<file path="src/rtl/pipe_pkg.sv">
// ---------------------------------------------------------------------------
// pipe_pkg
// Shared constants and types for the 16-bit MIPS pipelined datapath.
//   DATA_W / ADDR_W / CNT_W : datapath, register-address and counter widths
//   REG_ZERO                : architectural zero register (never forwarded)
//   ex_ctrl_t               : control bundle carried by the ID/EX register
//   load_use_hazard()       : producer-is-a-pending-load dependency test
// ---------------------------------------------------------------------------
package pipe_pkg;

  localparam int DATA_W = 16;
  localparam int ADDR_W = 4;
  localparam int CNT_W  = 16;

  localparam logic [ADDR_W-1:0] REG_ZERO = 4'b0000;

  typedef struct packed {
    logic              valid;
    logic              wr_en;
    logic              is_load;
    logic [ADDR_W-1:0] rd_addr;
  } ex_ctrl_t;

  // True when a load in flight writes a register the ID instruction reads.
  // r0 is excluded because reads of r0 always resolve to zero.
  function automatic logic load_use_hazard(
    input logic              prod_valid,
    input logic              prod_is_load,
    input logic              prod_wr_en,
    input logic [ADDR_W-1:0] prod_addr,
    input logic [ADDR_W-1:0] rs_addr,
    input logic [ADDR_W-1:0] rt_addr,
    input logic              rt_used
  );
    return prod_valid & prod_is_load & prod_wr_en & (prod_addr != REG_ZERO) &
           ((prod_addr == rs_addr) | (rt_used & (prod_addr == rt_addr)));
  endfunction

endpackage

</file>
<file path="src/rtl/id_ex_operand_stage_if.sv">
// ---------------------------------------------------------------------------
// id_ex_if
// Bundle of everything the ID/EX operand stage exchanges with the pipeline:
//   id_*     : decoded ID instruction and register-file read data
//   exmem_*  : EX/MEM producer (bypass source, possibly a pending load)
//   memwb_*  : MEM/WB producer (register-file write port this cycle)
//   flush    : branch-taken kill of the ID instruction
//   stall_out, ex_*, stall_count : stage outputs
// modport master : the surrounding pipeline (drives ID/bypass, sees EX)
// modport slave  : the operand stage itself
// ---------------------------------------------------------------------------
interface id_ex_if #(
  parameter int DATA_W = pipe_pkg::DATA_W,
  parameter int ADDR_W = pipe_pkg::ADDR_W,
  parameter int CNT_W  = pipe_pkg::CNT_W
) ();

  // ID stage
  logic              id_valid;
  logic [ADDR_W-1:0] id_rs_addr;
  logic [ADDR_W-1:0] id_rt_addr;
  logic              id_rt_used;
  logic [ADDR_W-1:0] id_rd_addr;
  logic              id_wr_en;
  logic              id_is_load;
  logic [DATA_W-1:0] id_rf_a;
  logic [DATA_W-1:0] id_rf_b;
  logic [DATA_W-1:0] id_imm;

  // EX/MEM producer
  logic              exmem_wr_en;
  logic [ADDR_W-1:0] exmem_waddr;
  logic [DATA_W-1:0] exmem_data;
  logic              exmem_is_load;

  // MEM/WB producer
  logic              memwb_wr_en;
  logic [ADDR_W-1:0] memwb_waddr;
  logic [DATA_W-1:0] memwb_data;

  logic              flush;

  // Stage outputs
  logic              stall_out;
  logic              ex_valid;
  logic              ex_wr_en;
  logic              ex_is_load;
  logic [ADDR_W-1:0] ex_rd_addr;
  logic [DATA_W-1:0] ex_op_a;
  logic [DATA_W-1:0] ex_op_b;
  logic [DATA_W-1:0] ex_imm;
  logic [CNT_W-1:0]  stall_count;

  modport master (
    output id_valid, id_rs_addr, id_rt_addr, id_rt_used, id_rd_addr,
           id_wr_en, id_is_load, id_rf_a, id_rf_b, id_imm,
           exmem_wr_en, exmem_waddr, exmem_data, exmem_is_load,
           memwb_wr_en, memwb_waddr, memwb_data, flush,
    input  stall_out, ex_valid, ex_wr_en, ex_is_load, ex_rd_addr,
           ex_op_a, ex_op_b, ex_imm, stall_count
  );

  modport slave (
    input  id_valid, id_rs_addr, id_rt_addr, id_rt_used, id_rd_addr,
           id_wr_en, id_is_load, id_rf_a, id_rf_b, id_imm,
           exmem_wr_en, exmem_waddr, exmem_data, exmem_is_load,
           memwb_wr_en, memwb_waddr, memwb_data, flush,
    output stall_out, ex_valid, ex_wr_en, ex_is_load, ex_rd_addr,
           ex_op_a, ex_op_b, ex_imm, stall_count
  );

endinterface

</file>
<file path="src/rtl/operand_bypass_mux.sv">
// ---------------------------------------------------------------------------
// operand_bypass_mux
// Combinational operand select for one source register.
//   src_i                      : source register address
//   rf_data_i                  : register-file read data for src_i
//   exmem_* / memwb_*          : younger / older producers
//   operand_o                  : resolved operand
// Priority: r0 -> 0, EX/MEM (non-load) -> MEM/WB -> register file.
// The register file writes on the same edge MEM/WB presents its data, so
// its read port still shows the old value; MEM/WB must be bypassed here.
// ---------------------------------------------------------------------------
module operand_bypass_mux
  import pipe_pkg::*;
#(
  parameter int DATA_W = pipe_pkg::DATA_W,
  parameter int ADDR_W = pipe_pkg::ADDR_W
) (
  input  logic [ADDR_W-1:0] src_i,
  input  logic [DATA_W-1:0] rf_data_i,
  input  logic              exmem_wr_en_i,
  input  logic              exmem_is_load_i,
  input  logic [ADDR_W-1:0] exmem_waddr_i,
  input  logic [DATA_W-1:0] exmem_data_i,
  input  logic              memwb_wr_en_i,
  input  logic [ADDR_W-1:0] memwb_waddr_i,
  input  logic [DATA_W-1:0] memwb_data_i,
  output logic [DATA_W-1:0] operand_o
);

  logic exmem_hit;
  logic memwb_hit;

  // A load in EX/MEM has no data yet; the hazard logic stalls instead.
  assign exmem_hit = exmem_wr_en_i & ~exmem_is_load_i & (exmem_waddr_i == src_i);
  assign memwb_hit = memwb_wr_en_i & (memwb_waddr_i == src_i);

  always_comb begin
    operand_o = rf_data_i;
    if (src_i == REG_ZERO) begin
      operand_o = '0;
    end else if (exmem_hit) begin
      operand_o = exmem_data_i;
    end else if (memwb_hit) begin
      operand_o = memwb_data_i;
    end
  end

endmodule

</file>
<file path="src/rtl/id_ex_operand_stage.sv">
// ---------------------------------------------------------------------------
// id_ex_operand_stage
// ID/EX pipeline register with ID-stage bypassing and load-use stalling.
//   clk  : rising-edge clock
//   rst  : synchronous active-high reset
//   bus  : id_ex_if.slave -- ID inputs, EX/MEM + MEM/WB bypass sources,
//          flush, and the registered EX outputs, stall_out, stall_count
// A load directly ahead of a dependent instruction stalls 2 cycles (seen
// first in EX, then in EX/MEM); one slot further back stalls 1 cycle.
// ---------------------------------------------------------------------------
module id_ex_operand_stage
  import pipe_pkg::*;
#(
  parameter int DATA_W = pipe_pkg::DATA_W,
  parameter int ADDR_W = pipe_pkg::ADDR_W,
  parameter int CNT_W  = pipe_pkg::CNT_W
) (
  input  logic    clk,
  input  logic    rst,
  id_ex_if.slave  bus
);

  localparam int NUM_SRC = 2;

  ex_ctrl_t          ctrl_q, ctrl_d;
  logic [DATA_W-1:0] op_a_q, op_a_d;
  logic [DATA_W-1:0] op_b_q, op_b_d;
  logic [DATA_W-1:0] imm_q, imm_d;
  logic [CNT_W-1:0]  cnt_q, cnt_d;

  logic [ADDR_W-1:0] src_addr [NUM_SRC];
  logic [DATA_W-1:0] src_rf   [NUM_SRC];
  logic [DATA_W-1:0] src_fwd  [NUM_SRC];

  logic haz_ex;
  logic haz_mem;
  logic stall;

  // Source 0 feeds operand A (rs), source 1 feeds operand B (rt).
  assign src_addr[0] = bus.id_rs_addr;
  assign src_addr[1] = bus.id_rt_addr;
  assign src_rf[0]   = bus.id_rf_a;
  assign src_rf[1]   = bus.id_rf_b;

  generate
    for (genvar gi = 0; gi < NUM_SRC; gi++) begin : g_bypass
      operand_bypass_mux #(
        .DATA_W (DATA_W),
        .ADDR_W (ADDR_W)
      ) u_mux (
        .src_i           (src_addr[gi]),
        .rf_data_i       (src_rf[gi]),
        .exmem_wr_en_i   (bus.exmem_wr_en),
        .exmem_is_load_i (bus.exmem_is_load),
        .exmem_waddr_i   (bus.exmem_waddr),
        .exmem_data_i    (bus.exmem_data),
        .memwb_wr_en_i   (bus.memwb_wr_en),
        .memwb_waddr_i   (bus.memwb_waddr),
        .memwb_data_i    (bus.memwb_data),
        .operand_o       (src_fwd[gi])
      );
    end
  endgenerate

  // EX/MEM carries only register-writing instructions, so it counts as valid.
  assign haz_ex  = load_use_hazard(ctrl_q.valid, ctrl_q.is_load, ctrl_q.wr_en,
                                   ctrl_q.rd_addr, bus.id_rs_addr,
                                   bus.id_rt_addr, bus.id_rt_used);
  assign haz_mem = load_use_hazard(1'b1, bus.exmem_is_load, bus.exmem_wr_en,
                                   bus.exmem_waddr, bus.id_rs_addr,
                                   bus.id_rt_addr, bus.id_rt_used);

  // A flushed instruction is dead, so it must never hold the front end.
  assign stall = bus.id_valid & ~bus.flush & ~rst & (haz_ex | haz_mem);

  always_comb begin
    ctrl_d = ctrl_q;
    op_a_d = op_a_q;
    op_b_d = op_b_q;
    imm_d  = imm_q;
    cnt_d  = cnt_q;
    if (bus.flush) begin
      ctrl_d.valid   = 1'b0;
      ctrl_d.wr_en   = 1'b0;
      ctrl_d.is_load = 1'b0;
    end else if (stall) begin
      ctrl_d.valid   = 1'b0;
      ctrl_d.wr_en   = 1'b0;
      ctrl_d.is_load = 1'b0;
      if (cnt_q != {CNT_W{1'b1}}) begin
        cnt_d = cnt_q + 1'b1;
      end
    end else begin
      ctrl_d.valid   = bus.id_valid;
      ctrl_d.wr_en   = bus.id_wr_en & bus.id_valid;
      ctrl_d.is_load = bus.id_is_load & bus.id_valid;
      ctrl_d.rd_addr = bus.id_rd_addr;
      op_a_d         = src_fwd[0];
      op_b_d         = src_fwd[1];
      imm_d          = bus.id_imm;
    end
  end

  always_ff @(posedge clk) begin
    if (rst) begin
      ctrl_q <= '0;
      op_a_q <= '0;
      op_b_q <= '0;
      imm_q  <= '0;
      cnt_q  <= '0;
    end else begin
      ctrl_q <= ctrl_d;
      op_a_q <= op_a_d;
      op_b_q <= op_b_d;
      imm_q  <= imm_d;
      cnt_q  <= cnt_d;
    end
  end

  assign bus.stall_out   = stall;
  assign bus.ex_valid    = ctrl_q.valid;
  assign bus.ex_wr_en    = ctrl_q.wr_en;
  assign bus.ex_is_load  = ctrl_q.is_load;
  assign bus.ex_rd_addr  = ctrl_q.rd_addr;
  assign bus.ex_op_a     = op_a_q;
  assign bus.ex_op_b     = op_b_q;
  assign bus.ex_imm      = imm_q;
  assign bus.stall_count = cnt_q;

endmodule

</file>
<file path="src/flat_wrapper.sv">
// flat-port wrapper written by rule: the top's interface ports become plain ports
module id_ex_operand_stage_flat import pipe_pkg::*;
#(
  parameter int DATA_W = pipe_pkg::DATA_W,
  parameter int ADDR_W = pipe_pkg::ADDR_W,
  parameter int CNT_W  = pipe_pkg::CNT_W
)
  (clk, rst, bus_id_valid, bus_id_rs_addr, bus_id_rt_addr, bus_id_rt_used, bus_id_rd_addr, bus_id_wr_en, bus_id_is_load, bus_id_rf_a, bus_id_rf_b, bus_id_imm, bus_exmem_wr_en, bus_exmem_waddr, bus_exmem_data, bus_exmem_is_load, bus_memwb_wr_en, bus_memwb_waddr, bus_memwb_data, bus_flush, bus_stall_out, bus_ex_valid, bus_ex_wr_en, bus_ex_is_load, bus_ex_rd_addr, bus_ex_op_a, bus_ex_op_b, bus_ex_imm, bus_stall_count);
  id_ex_if #(.DATA_W(DATA_W), .ADDR_W(ADDR_W), .CNT_W(CNT_W)) bus_i ();
  input  logic clk;
  input  logic rst;
  input wire logic [$bits(bus_i.id_valid)-1:0] bus_id_valid;
  input wire logic [$bits(bus_i.id_rs_addr)-1:0] bus_id_rs_addr;
  input wire logic [$bits(bus_i.id_rt_addr)-1:0] bus_id_rt_addr;
  input wire logic [$bits(bus_i.id_rt_used)-1:0] bus_id_rt_used;
  input wire logic [$bits(bus_i.id_rd_addr)-1:0] bus_id_rd_addr;
  input wire logic [$bits(bus_i.id_wr_en)-1:0] bus_id_wr_en;
  input wire logic [$bits(bus_i.id_is_load)-1:0] bus_id_is_load;
  input wire logic [$bits(bus_i.id_rf_a)-1:0] bus_id_rf_a;
  input wire logic [$bits(bus_i.id_rf_b)-1:0] bus_id_rf_b;
  input wire logic [$bits(bus_i.id_imm)-1:0] bus_id_imm;
  input wire logic [$bits(bus_i.exmem_wr_en)-1:0] bus_exmem_wr_en;
  input wire logic [$bits(bus_i.exmem_waddr)-1:0] bus_exmem_waddr;
  input wire logic [$bits(bus_i.exmem_data)-1:0] bus_exmem_data;
  input wire logic [$bits(bus_i.exmem_is_load)-1:0] bus_exmem_is_load;
  input wire logic [$bits(bus_i.memwb_wr_en)-1:0] bus_memwb_wr_en;
  input wire logic [$bits(bus_i.memwb_waddr)-1:0] bus_memwb_waddr;
  input wire logic [$bits(bus_i.memwb_data)-1:0] bus_memwb_data;
  input wire logic [$bits(bus_i.flush)-1:0] bus_flush;
  output wire logic [$bits(bus_i.stall_out)-1:0] bus_stall_out;
  output wire logic [$bits(bus_i.ex_valid)-1:0] bus_ex_valid;
  output wire logic [$bits(bus_i.ex_wr_en)-1:0] bus_ex_wr_en;
  output wire logic [$bits(bus_i.ex_is_load)-1:0] bus_ex_is_load;
  output wire logic [$bits(bus_i.ex_rd_addr)-1:0] bus_ex_rd_addr;
  output wire logic [$bits(bus_i.ex_op_a)-1:0] bus_ex_op_a;
  output wire logic [$bits(bus_i.ex_op_b)-1:0] bus_ex_op_b;
  output wire logic [$bits(bus_i.ex_imm)-1:0] bus_ex_imm;
  output wire logic [$bits(bus_i.stall_count)-1:0] bus_stall_count;
  assign bus_i.id_valid = bus_id_valid;
  assign bus_i.id_rs_addr = bus_id_rs_addr;
  assign bus_i.id_rt_addr = bus_id_rt_addr;
  assign bus_i.id_rt_used = bus_id_rt_used;
  assign bus_i.id_rd_addr = bus_id_rd_addr;
  assign bus_i.id_wr_en = bus_id_wr_en;
  assign bus_i.id_is_load = bus_id_is_load;
  assign bus_i.id_rf_a = bus_id_rf_a;
  assign bus_i.id_rf_b = bus_id_rf_b;
  assign bus_i.id_imm = bus_id_imm;
  assign bus_i.exmem_wr_en = bus_exmem_wr_en;
  assign bus_i.exmem_waddr = bus_exmem_waddr;
  assign bus_i.exmem_data = bus_exmem_data;
  assign bus_i.exmem_is_load = bus_exmem_is_load;
  assign bus_i.memwb_wr_en = bus_memwb_wr_en;
  assign bus_i.memwb_waddr = bus_memwb_waddr;
  assign bus_i.memwb_data = bus_memwb_data;
  assign bus_i.flush = bus_flush;
  assign bus_stall_out = bus_i.stall_out;
  assign bus_ex_valid = bus_i.ex_valid;
  assign bus_ex_wr_en = bus_i.ex_wr_en;
  assign bus_ex_is_load = bus_i.ex_is_load;
  assign bus_ex_rd_addr = bus_i.ex_rd_addr;
  assign bus_ex_op_a = bus_i.ex_op_a;
  assign bus_ex_op_b = bus_i.ex_op_b;
  assign bus_ex_imm = bus_i.ex_imm;
  assign bus_stall_count = bus_i.stall_count;
  id_ex_operand_stage #(.DATA_W(DATA_W), .ADDR_W(ADDR_W), .CNT_W(CNT_W)) u_core (.clk(clk), .rst(rst), .bus(bus_i));
endmodule
</file>
<file path="config.mk">
export PLATFORM = sky130hd
export DESIGN_NAME = id_ex_operand_stage_flat
export DESIGN_NICKNAME = d
export VERILOG_FILES = /design/src/rtl/pipe_pkg.sv /design/src/rtl/id_ex_operand_stage_if.sv /design/src/rtl/operand_bypass_mux.sv /design/src/rtl/id_ex_operand_stage.sv /design/src/flat_wrapper.sv
export SDC_FILE = /design/constraint.sdc
export NUM_CORES = 1
export LEC_CHECK = 0
export ABC_CLOCK_PERIOD_IN_PS = 6100
export CAP_MARGIN = 0
export CELL_PAD_IN_SITES_DETAIL_PLACEMENT = 1
export CELL_PAD_IN_SITES_GLOBAL_PLACEMENT = 2
export CORE_AREA = 10 10 135 137
export DETAILED_ROUTE_END_ITERATION = 8
export DIE_AREA = 0 0 145 147
export PLACE_DENSITY = 0.83
export SLEW_MARGIN = 20
export SYNTH_ARGS = -nofsm -noshare
export SYNTH_HDL_FRONTEND = slang
export SYNTH_SLANG_ARGS = --single-unit
</file>
<file path="constraint.sdc">
create_clock -name clk -period 6.1 [get_ports clk]
set_input_delay 0.61 -clock clk [delete_from_list [all_inputs] [get_ports clk]]
set_output_delay 0.61 -clock clk [all_outputs]
set_load 0.01 [all_outputs]
</file>
==> impl_metrics.yaml, run 1 <==
sta:
  hold_violations: 0
  fin_crit_sh_pct: 60.0
  finalSetupViolCount: 0
  finalWorstPathRequiredPeriod_ns: 3.66
  setup-tns-final_ns: 0
  fmax_mhz: 273
  slew_worst_pin_ns: 1.07
  worst_clock_skew_ns: 0.00535
  timing.max_slew.rel_slack_pct: 28.2
  timing_max_transition_violations_final: 0
  grt_setup_unrepaired: "false"
die:
  die_height_um: 147
  fp.dieArea_mm2: 0.0213
  start_util_pct: 24.5
  pin_count: 182
  row_count: 46
  floorplan.core_area_mm2: 0.0156
  fp.dieW_um: 145
placement:
  place_congestion: 0.791
  dp.final_hpwl_mm: 12.4
  dpl_cell_area_mm2: 0.00580
  port-buffer-count: 181
worst_setup_path:
  crit-reg2reg-capture: "u_core.bus.ex_op_b[9]"
  cp_max_fo: 14
  worst-endpoint-required_ns: 5.49
  reg2reg_slack_ns: 3.31
  reg2regPathDepth: 6
  worst_setup_sp_type: "primary input"
  setup.worst_path.start: "bus_exmem_waddr[0]"
  timing_worst_setup_path_type: "primary input to output port"
  worst_setup_path_end_kind: "output port"
  termination_of_the_worst_setup_path: "bus_stall_out"
  worst_ep_arrival_time_ns: 3.05
  worstReg2RegStart: "u_core.bus.ex_rd_addr[0]"
clock_tree:
  worst_skew_pair.late_latency_ns: 0.34
  cts-htree-levels: 3
  tritoncts: "done"
  cts_repair_resize_count: 0
  cts_inserted_buffers: 9
  tritoncts_num_sinks: 71
  clk_path_buf_depth: 2
  cts_setup_buffers: 0
  clk_transition_reported_paths_ns: 0.06
  cts_hold_repair.buffers: 0
  root_buffer: "sky130_fd_sc_hd__clkbuf_16"
power:
  leakage_nw: 2.17
  worst_ir_drop_vdd_mv: 0.136
  powerDensity_mw_per_mm2: 201
  power_mw: 1.22
detailed_routing:
  dr.first_iter.drc_count: 168
  ant_nets: 0
  first_pass_iters: 4
  vias_per_cell: 4.92
  detail_route.drc_violations: 0
  totalWireLength_mm: 15.9
  routed_wire_length_per_instance_um: 19.5
  routed-via-count: 4023
global_route:
  grt_overflow: 0
  grt_first_pass_wirelength_mm: 24.9
  grt_start_max_net_pins: 45
  vias_in_the_first_global_route: 4215
  antenna_violations_before_repair: 0
  gr-usage-all-layers_pct: 14.5
synthesis:
  yosysUniqueCellTypes: 47
  synth_xor_area_share_pct: 5.50
  post_synth_fa_ha_maj_area_fraction_pct: 0.327
  synth_area_leaders: "sky130_fd_sc_hd__dfxtp_1 37%, sky130_fd_sc_hd__mux2i_1 8.4%, sky130_fd_sc_hd__a21oi_1 7.7%"
  synthesis.nets: 543
  synth-seq-area-share_pct: 37.2
  synth-warning-count: 0
  post_synthesis_mux_area_share_pct: 10.1
  combinational_family_with_the_most_area_after_synthesis: "compound AO/OA/AOI/OAI gates"
  synth.most_common_cell: "sky130_fd_sc_hd__dfxtp_1"
  synth-edff-count: 0
  synth_compound_area_share_pct: 22.2
  synth_register_bits: 71
  syn-instance-count: 432
  synth_simple_gate_area_share_pct: 20.0
  yosys_most_used_dff: "sky130_fd_sc_hd__dfxtp_1"
  postSynth.asyncResetShare_pct: 0
  cell_type_contributing_the_most_total_cell_area_after_synthesis: "sky130_fd_sc_hd__dfxtp_1"
  synth.avg_cell_area_um2: 8.85
  yosysTopAreaCellShare_pct: 37.2
  post_synth_most_frequent_cells: "71 x sky130_fd_sc_hd__dfxtp_1, 59 x sky130_fd_sc_hd__a21oi_1, 42 x sky130_fd_sc_hd__nor2_1"
  syn-cell-area_mm2: 0.00382
finish:
  num-fill-cells: 1799
  antenna-diode-count: 0
  finish.instance_area_mm2: 0.00605
  register_area_mm2: 0.00142
  layout_cell_share_with_drive_strength_beyond_1_pct: 5.98
  finalNetCount: 711
  multi_input_comb_area_mm2: 0.00225
  syn2layout_area_growth_pct: 58.3
run_status:
  run_status: "completed"
flow_run:
  cap_violations: 0
min_path:
  hold_class: "flop to flop"
-- critical path: stages --
cell                              delay, ns
sky130_fd_sc_hd__clkdlybuf4s50_1       0.47
sky130_fd_sc_hd__or4_1                 0.56
sky130_fd_sc_hd__and4_1                0.24
sky130_fd_sc_hd__a22o_2                0.27
sky130_fd_sc_hd__o21ai_4               0.32
sky130_fd_sc_hd__inv_1                 0.08
sky130_fd_sc_hd__clkdlybuf4s50_1       0.49
-- state kept, by name (all words and copies together), names as in the netlist --
name                    flops
u_core.bus.ex_imm          16
u_core.bus.ex_is_load       1
u_core.bus.ex_op_a         16
u_core.bus.ex_op_b         16
u_core.bus.ex_rd_addr       4
u_core.bus.ex_valid         1
u_core.bus.ex_wr_en         1
u_core.bus.stall_count     16
-- layout by cell type, fill, tap and decap left out, types with 2 or more instances in the layout --
master / instances
sky130_fd_sc_hd__and4_1: 2
sky130_fd_sc_hd__nand3_1: 23
sky130_fd_sc_hd__o21ai_0: 21
sky130_fd_sc_hd__mux2_1: 4
sky130_fd_sc_hd__and2_1: 2
sky130_fd_sc_hd__inv_1: 3
sky130_fd_sc_hd__clkdlybuf4s50_1: 180
sky130_fd_sc_hd__or4_1: 7
sky130_fd_sc_hd__nor4b_1: 3
sky130_fd_sc_hd__a22o_1: 33
sky130_fd_sc_hd__xor2_1: 22
sky130_fd_sc_hd__nor3_1: 4
sky130_fd_sc_hd__o31ai_1: 6
sky130_fd_sc_hd__mux2i_1: 32
sky130_fd_sc_hd__a21oi_1: 59
sky130_fd_sc_hd__mux2_2: 2
sky130_fd_sc_hd__clkinv_2: 2
sky130_fd_sc_hd__nor4_4: 6
sky130_fd_sc_hd__clkbuf_16: 9
sky130_fd_sc_hd__nand2_2: 2
sky130_fd_sc_hd__dfxtp_1: 71
sky130_fd_sc_hd__nor4_1: 8
sky130_fd_sc_hd__nor2_1: 42
sky130_fd_sc_hd__xnor2_1: 2
sky130_fd_sc_hd__nand4_1: 5
sky130_fd_sc_hd__nand2_1: 10
sky130_fd_sc_hd__o21a_1: 2
sky130_fd_sc_hd__and3_1: 9
sky130_fd_sc_hd__nor2b_1: 7
sky130_fd_sc_hd__buf_4: 6
-- stage by stage --
stage                     hold WS [ns]  worst slack [ns]  instances  util [%]
after CTS                        0.479              2.42        818      38.8
after floorplan                  0.498              3.51        432         -
after detailed placement         0.467              2.44        805      37.2
after global placement           0.455              2.44        805      37.2
after global routing             0.491              2.31        818      38.8
final                            0.477              2.44        818      38.8
-- layer usage --
metal,global-route usage (%),routed length (um),up-vias
met1,17.6,7230,1925
li1,-,-,1936
met4,3.47,145,0
met2,23.5,7340,150
met5,0,0,-
met3,5.93,1220,12
-- kinds of logic after synthesis --
kind of cell / after synthesis
AOI/OAI and AO/OA: 131
xor gates and xnor gates: 24
adders and majority gates: 1
buffers and inverters: 33
DFF: 71
muxes: 38
and+or+nand+nor: 134
-- how the worst min path moves through the flow --
| stage | slack, ns | cells after the start | endpoint | startpoint |
|---|---|---|---|---|
| after CTS | 0.48 | 1 | u_core.bus.ex_op_b[8] | u_core.bus.ex_op_b[8] |
| after detailed placement | 0.47 | 1 | u_core.bus.ex_op_b[8] | u_core.bus.ex_op_b[8] |
| after floorplan | 0.50 | 2 | u_core.bus.ex_imm[0] | u_core.bus.ex_imm[0] |
| after global placement | 0.46 | 1 | u_core.bus.ex_op_a[5] | u_core.bus.ex_op_a[5] |
| after global routing | 0.49 | 1 | u_core.bus.ex_op_a[7] | u_core.bus.ex_op_a[7] |
| final | 0.48 | 1 | u_core.bus.ex_op_b[14] | u_core.bus.ex_op_b[14] |
-- where the power goes --
group          internal (mW)  leakage [nW]  switching (mW)
sequential             0.487         0.582          0.0138
combinational          0.141          1.46           0.108
clock                  0.278         0.127           0.189
total                  0.906          2.17           0.311
-- layout make-up --
class,instances,share of cell area [%]
clock buffer,11,4.01
clock inverter,2,0.165
inverter,3,0.186
multi-input combinational,328,37.1
sequential,71,23.5
tap,216,4.46
timing repair buffer,187,30.6
(Power assumes the default switching activity.)
==> run 2: changes to the inputs <==
--- a/config.mk
+++ b/config.mk
@@ -5,14 +5,14 @@
 export SDC_FILE = /design/constraint.sdc
 export NUM_CORES = 1
 export LEC_CHECK = 0
-export ABC_CLOCK_PERIOD_IN_PS = 6100
+export ABC_CLOCK_PERIOD_IN_PS = 3800
 export CAP_MARGIN = 0
 export CELL_PAD_IN_SITES_DETAIL_PLACEMENT = 1
 export CELL_PAD_IN_SITES_GLOBAL_PLACEMENT = 2
-export CORE_AREA = 10 10 135 137
+export CORE_AREA = 10 10 140 142
 export DETAILED_ROUTE_END_ITERATION = 8
-export DIE_AREA = 0 0 145 147
-export PLACE_DENSITY = 0.83
+export DIE_AREA = 0 0 150 152
+export PLACE_DENSITY = 0.78
 export SLEW_MARGIN = 20
 export SYNTH_ARGS = -nofsm -noshare
 export SYNTH_HDL_FRONTEND = slang
==> constraint.sdc (replaced) <==
create_clock -name clk -period 3.8 [get_ports clk]
set_input_delay 0.38 -clock clk [delete_from_list [all_inputs] [get_ports clk]]
set_output_delay 0.38 -clock clk [all_outputs]
set_load 0.01 [all_outputs]
==> run 2 against run 1 <==
  * Via count increased by 0.97%
  * Setup slack worse by 1.9 ns
  * Combinational power up 61%
  * Non-clock buffer count increased by 5
  * Die area up 7.0%
  * Sequential share of layout area shrank 0.33 points
  * Final cell count rose by 1.8%
==> impl_metrics.yaml, run 2 (same netlist as run 1, synthesis figures left out) <==
min_path:
  launch_instance_of_the_worst_min_delay_path: "rst"
  hold_class: "primary input to flop"
  min_delay_path_depth: 4
  hold_path_end: "u_core.bus.ex_valid"
detailed_routing:
  dr_wl_met2_mm: 7.40
  wl_met1_mm: 7.35
  detail_route.drc_violations: 0
  met3_wirelength_mm: 1.40
  top_layer_used: "met4"
  vias_per_cell: 4.88
  dr.first_iter.drc_count: 129
  routed-via-count: 4062
  first_pass_iters: 4
  totalWireLength_mm: 16.4
  routed_wire_length_per_instance_um: 19.7
  ant_nets: 0
clock_tree:
  root_buffer: "sky130_fd_sc_hd__clkbuf_16"
  cts_hold_repair.buffers: 0
  worst_skew_pair.late_latency_ns: 0.34
  tritoncts_num_sinks: 71
  clk_transition_reported_paths_ns: 0.05
  cts_inserted_buffers: 9
  cts_repair_resize_count: 0
  cts_setup_buffers: 0
  tritoncts: "done"
  cts-htree-levels: 3
  clk_path_buf_depth: 2
worst_setup_path:
  worst_setup_path_end_kind: "output port"
  worst_ep_arrival_time_ns: 2.85
  reg2reg_slack_ns: 1.31
  worst-endpoint-required_ns: 3.42
  cp_max_fo: 14
  worst_setup_sp_type: "primary input"
  worstReg2RegStart: "u_core.bus.ex_rd_addr[0]"
  crit-reg2reg-capture: "u_core.bus.stall_count[8]"
  reg2regPathDepth: 7
  timing_worst_setup_path_type: "primary input to output port"
finish:
  antenna-diode-count: 0
  finish.instance_area_mm2: 0.00614
  mostFrequentLayoutCell: "sky130_fd_sc_hd__clkdlybuf4s50_1"
  final_cells: 833
  layout.cells.most_common_list: "180 x sky130_fd_sc_hd__clkdlybuf4s50_1, 71 x sky130_fd_sc_hd__dfxtp_1, 59 x sky130_fd_sc_hd__a21oi_1"
  layout_cell_share_with_drive_strength_beyond_1_pct: 6.74
  syn2layout_area_growth_pct: 60.6
  finalNetCount: 716
  postLayoutCoreUtil_pct: 36.3
  num-fill-cells: 1946
power:
  power_mw: 2.05
  worst_ir_drop_vdd_mv: 0.186
  powerDensity_mw_per_mm2: 334
  leakage_nw: 2.21
sta:
  setup-tns-final_ns: 0
  slew_worst_pin_ns: 0.737
  hold_violations: 0
  timing.max_slew.rel_slack_pct: 50.8
  finalSetupViolCount: 0
  grt_setup_unrepaired: "false"
  worst_clock_skew_ns: 0.00489
  fmax_mhz: 310
  fin_crit_sh_pct: 84.9
  finalWorstPathRequiredPeriod_ns: 3.23
  timing_max_transition_violations_final: 0
placement:
  dp.final_hpwl_mm: 12.6
  place_congestion: 0.860
  port-buffer-count: 181
  dpl_cell_area_mm2: 0.00585
  placed_cells: 819
global_route:
  vias_in_the_first_global_route: 4316
  gr-usage-all-layers_pct: 14.2
  antenna_violations_before_repair: 0
  grt_start_max_net_pins: 44
  grt_first_pass_wirelength_mm: 25.6
  grt_overflow: 0
run_status:
  run_status: "completed"
die:
  fp.dieW_um: 150
  floorplan.core_area_mm2: 0.0169
  pin_count: 182
  fp.dieArea_mm2: 0.0228
  die_height_um: 152
  row_count: 48
  start_util_pct: 22.6
flow_run:
  cap_violations: 0
[run 2: layer usage]
layer | vias to the layer above | GRT usage (%)
met4 | 0 | 4.49
li1 | 1947 | -
met1 | 1948 | 17.7
met3 | 14 | 4.84
met5 | - | 0
met2 | 153 | 22.3
[run 2: power breakdown]
group | switching [mW] | internal [mW] | total [mW]
registers | 0.0235 | 0.782 | 0.805
logic | 0.170 | 0.228 | 0.399
clock network | 0.329 | 0.516 | 0.845
total | 0.523 | 1.53 | 2.05
[run 2: worst max-delay path: stages]
cell and delay, ns:
sky130_fd_sc_hd__clkdlybuf4s50_1 0.46, sky130_fd_sc_hd__or4_1 0.57, sky130_fd_sc_hd__and4_1 0.25, sky130_fd_sc_hd__a22o_2 0.28
sky130_fd_sc_hd__o21ai_4 0.34, sky130_fd_sc_hd__inv_1 0.07, sky130_fd_sc_hd__clkdlybuf4s50_1 0.49
[run 2: final cells by class]
cell class,instances,area (um2),area share [%]
Sequential cell,71,1420,23.2
Clock inverter,4,47.5,0.774
Tap cell,225,282,4.59
Clock buffer,10,239,3.89
Timing Repair Buffer,192,1890,30.8
Multi-Input combinational cell,328,2250,36.6
Inverter,3,11.3,0.183
[run 2: worst max path at each step]
| stage | start | to | slack [ns] | cells past startpoint |
|---|---|---|---|---|
| 6_report | bus_exmem_waddr[0] | bus_stall_out | 0.57 | 7 |
| 3_5_place_dp | bus_id_rs_addr[2] | u_core.bus.ex_op_b[9] | 0.53 | 8 |
| 3_3_place_gp | bus_exmem_waddr[0] | bus_stall_out | 0.60 | 7 |
| 2_1_floorplan | bus_exmem_waddr[0] | u_core.bus.stall_count[11] | 1.64 | 7 |
| 5_1_grt | bus_exmem_waddr[0] | bus_stall_out | 0.40 | 7 |
| 4_1_cts | bus_exmem_waddr[0] | bus_stall_out | 0.55 | 7 |
[run 2: through the flow]
step	hold WS, ns	setup WS [ns]
2_1_floorplan	0.498	1.64
3_3_place_gp	0.460	0.596
3_5_place_dp	0.465	0.530
4_1_cts	0.377	0.550
5_1_grt	0.405	0.398
6_report	0.395	0.573
==> run 3: changes to the inputs <==
--- a/config.mk
+++ b/config.mk
@@ -5,14 +5,14 @@
 export SDC_FILE = /design/constraint.sdc
 export NUM_CORES = 1
 export LEC_CHECK = 0
-export ABC_CLOCK_PERIOD_IN_PS = 3800
+export ABC_CLOCK_PERIOD_IN_PS = 2700
 export CAP_MARGIN = 0
 export CELL_PAD_IN_SITES_DETAIL_PLACEMENT = 1
 export CELL_PAD_IN_SITES_GLOBAL_PLACEMENT = 2
-export CORE_AREA = 10 10 140 142
+export CORE_AREA = 10 10 146 148
 export DETAILED_ROUTE_END_ITERATION = 8
-export DIE_AREA = 0 0 150 152
-export PLACE_DENSITY = 0.78
+export DIE_AREA = 0 0 156 158
+export PLACE_DENSITY = 0.75
 export SLEW_MARGIN = 20
 export SYNTH_ARGS = -nofsm -noshare
 export SYNTH_HDL_FRONTEND = slang
==> constraint.sdc (replaced) <==
create_clock -name clk -period 2.7 [get_ports clk]
set_input_delay 0.27 -clock clk [delete_from_list [all_inputs] [get_ports clk]]
set_output_delay 0.27 -clock clk [all_outputs]
set_load 0.01 [all_outputs]
==> run 3 against run 2 <==
  * Final area up 4.8%
  * Final cell count up 4.3%
  * Global-route usage down 0.58 points
  * Critical path type unchanged
  * Largest power group unchanged
  * Highest routed layer is now met5
==> impl_metrics.yaml, run 3 (same netlist as run 1, synthesis figures left out) <==
clock_tree:
  cts-htree-levels: 3
  tritoncts: "done"
  cts_repair_resize_count: 1
  tritoncts_num_sinks: 71
  cts_hold_repair.buffers: 0
  cts_inserted_buffers: 9
  root_buffer: "sky130_fd_sc_hd__clkbuf_16"
  cts_setup_buffers: 0
  clk_transition_reported_paths_ns: 0.06
  clk_path_buf_depth: 2
  worst_skew_pair.late_latency_ns: 0.34
power:
  switching_power_mw: 0.769
  worst_ir_drop_vdd_mv: 0.288
  sequentialPowerShare_pct: 37.3
  p_int_mw: 2.26
  power_frac_comb_pct: 19.7
  power_mw: 3.03
  powerDensity_mw_per_mm2: 471
  p_clk_share_pct: 43.0
  leakage_nw: 2.37
  switching_share_pct: 25.4
finish:
  finalNetCount: 740
  num-fill-cells: 2118
  mostFrequentLayoutCell: "sky130_fd_sc_hd__clkdlybuf4s50_1"
  postLayoutCoreUtil_pct: 34.9
  layout.cells.most_common_list: "179 x sky130_fd_sc_hd__clkdlybuf4s50_1, 71 x sky130_fd_sc_hd__dfxtp_1, 59 x sky130_fd_sc_hd__a21oi_1"
  layout_cell_share_with_drive_strength_beyond_1_pct: 10.6
  syn2layout_area_growth_pct: 68.3
sta:
  slew_worst_pin_ns: 0.526
  worst_clock_skew_ns: 0.00785
  grt_setup_unrepaired: "false"
  finalSetupViolCount: 0
  finalWorstPathRequiredPeriod_ns: 2.54
  timing_max_transition_violations_final: 0
  fin_crit_sh_pct: 94.1
  hold_violations: 0
  fin_worst_hold_slack_ns: 0.264
  timing.max_slew.rel_slack_pct: 64.6
  setup-tns-final_ns: 0
  fmax_mhz: 394
die:
  die_height_um: 158
  pin_count: 182
  start_util_pct: 20.7
  row_count: 50
  floorplan.core_area_mm2: 0.0185
  fp.dieW_um: 156
  fp.dieArea_mm2: 0.0246
detailed_routing:
  detail_route.drc_violations: 0
  vias_per_cell: 4.71
  routed-via-count: 4089
  totalWireLength_mm: 17.1
  ant_nets: 0
  first_pass_iters: 4
  routed_wire_length_per_instance_um: 19.6
  dr.first_iter.drc_count: 100
run_status:
  run_status: "completed"
worst_setup_path:
  worst_setup_path_end_kind: "output port"
  worst-endpoint-required_ns: 2.43
  cp_num_buf_inv: 3
  ordered_list_of_cells_on_the_worst_path: "clkdlybuf4s50_1 -> or4_1 -> and3_1 -> a22o_2 -> o21ai_4 -> inv_1 -> dlygate4sd2_1"
  worst_setup_sp_type: "primary input"
  cp_max_fo: 2
  master_of_the_slowest_instance_on_the_critical_path: "sky130_fd_sc_hd__or4_1"
  worst_ep_arrival_time_ns: 2.27
  timing_worst_setup_path_type: "primary input to output port"
  critical_path.max_stage_delay_ns: 0.56
  cpLargestDelayFamily: "simple AND/OR/NAND/NOR gates"
global_route:
  vias_in_the_first_global_route: 4444
  global_route.usage.met3_pct: 5.45
  grt_util_met1_pct: 16.0
  grt_overflow: 0
  antenna_violations_before_repair: 2
  grt_start_max_net_pins: 44
  gr-usage-met2_pct: 22.4
  gr-usage-all-layers_pct: 13.6
  grt.busiest_layer: "met2"
  grt_first_pass_wirelength_mm: 26.1
min_path:
  hold_class: "primary input to flop"
placement:
  port-buffer-count: 181
  dp.final_hpwl_mm: 13.4
  place_congestion: 0.798
flow_run:
  cap_violations: 0
-- run 3: worst min-delay path: cells and delay by family --
family	cells	cell delay, ns
AND/OR/NAND/NOR	3	0.19
buffers and inverters	1	0.10
-- run 3: final cells by class --
class                      count  area [um2]  share of cell area [%]
multi-input combinational    328        2240                    34.8
timing repair buffer         216        2140                    33.3
sequential                    71        1420                    22.1
tap                          234         293                    4.55
clock buffer                   9         225                    3.50
clock inverter                 7        96.3                    1.50
inverter                       3        11.3                   0.175
antenna                        1        2.50                  0.0389
-- run 3: power by group through the flow --
stage          Sequential [mW]  Clock (mW)  Combinational, mW
2_1_floorplan             1.17           0              0.194
3_3_place_gp              1.15           0              0.592
3_5_place_dp              1.16           0              0.605
4_1_cts                   1.13        1.34              0.608
6_report                  1.13        1.30              0.597
5_1_grt                   1.14        1.39              0.645
-- run 3: path summary, 6_finish.rpt --
check / startpoint / endpoint / slack [ns] / cells after the start
setup / recovery: bus_exmem_waddr[0] / bus_stall_out / 0.16 / 7
hold / removal: rst / u_core.bus.ex_valid / 0.26 / 4
setup reg to reg: u_core.bus.ex_rd_addr[3] / u_core.bus.stall_count[7] / 0.24 / 7
hold reg to reg: u_core.bus.ex_imm[2] / u_core.bus.ex_imm[2] / 0.48 / 2
-- run 3: metal layers --
metal	wire, um	up-vias
li1	-	1999
met4	166	2
met1	7410	1929
met2	7930	146
met5	13	-
met3	1540	13
-- run 3: per-stage QoR --
stage | instances | instance area, um2 | setup WS [ns]
2_1_floorplan | 432 | 3820 | 0.563
3_3_place_gp | 852 | 6110 | -0.00583
3_5_place_dp | 852 | 6110 | -0.111
4_1_cts | 868 | 6430 | 0.155
5_1_grt | 868 | 6430 | 0.0224
6_report | 869 | 6430 | 0.160
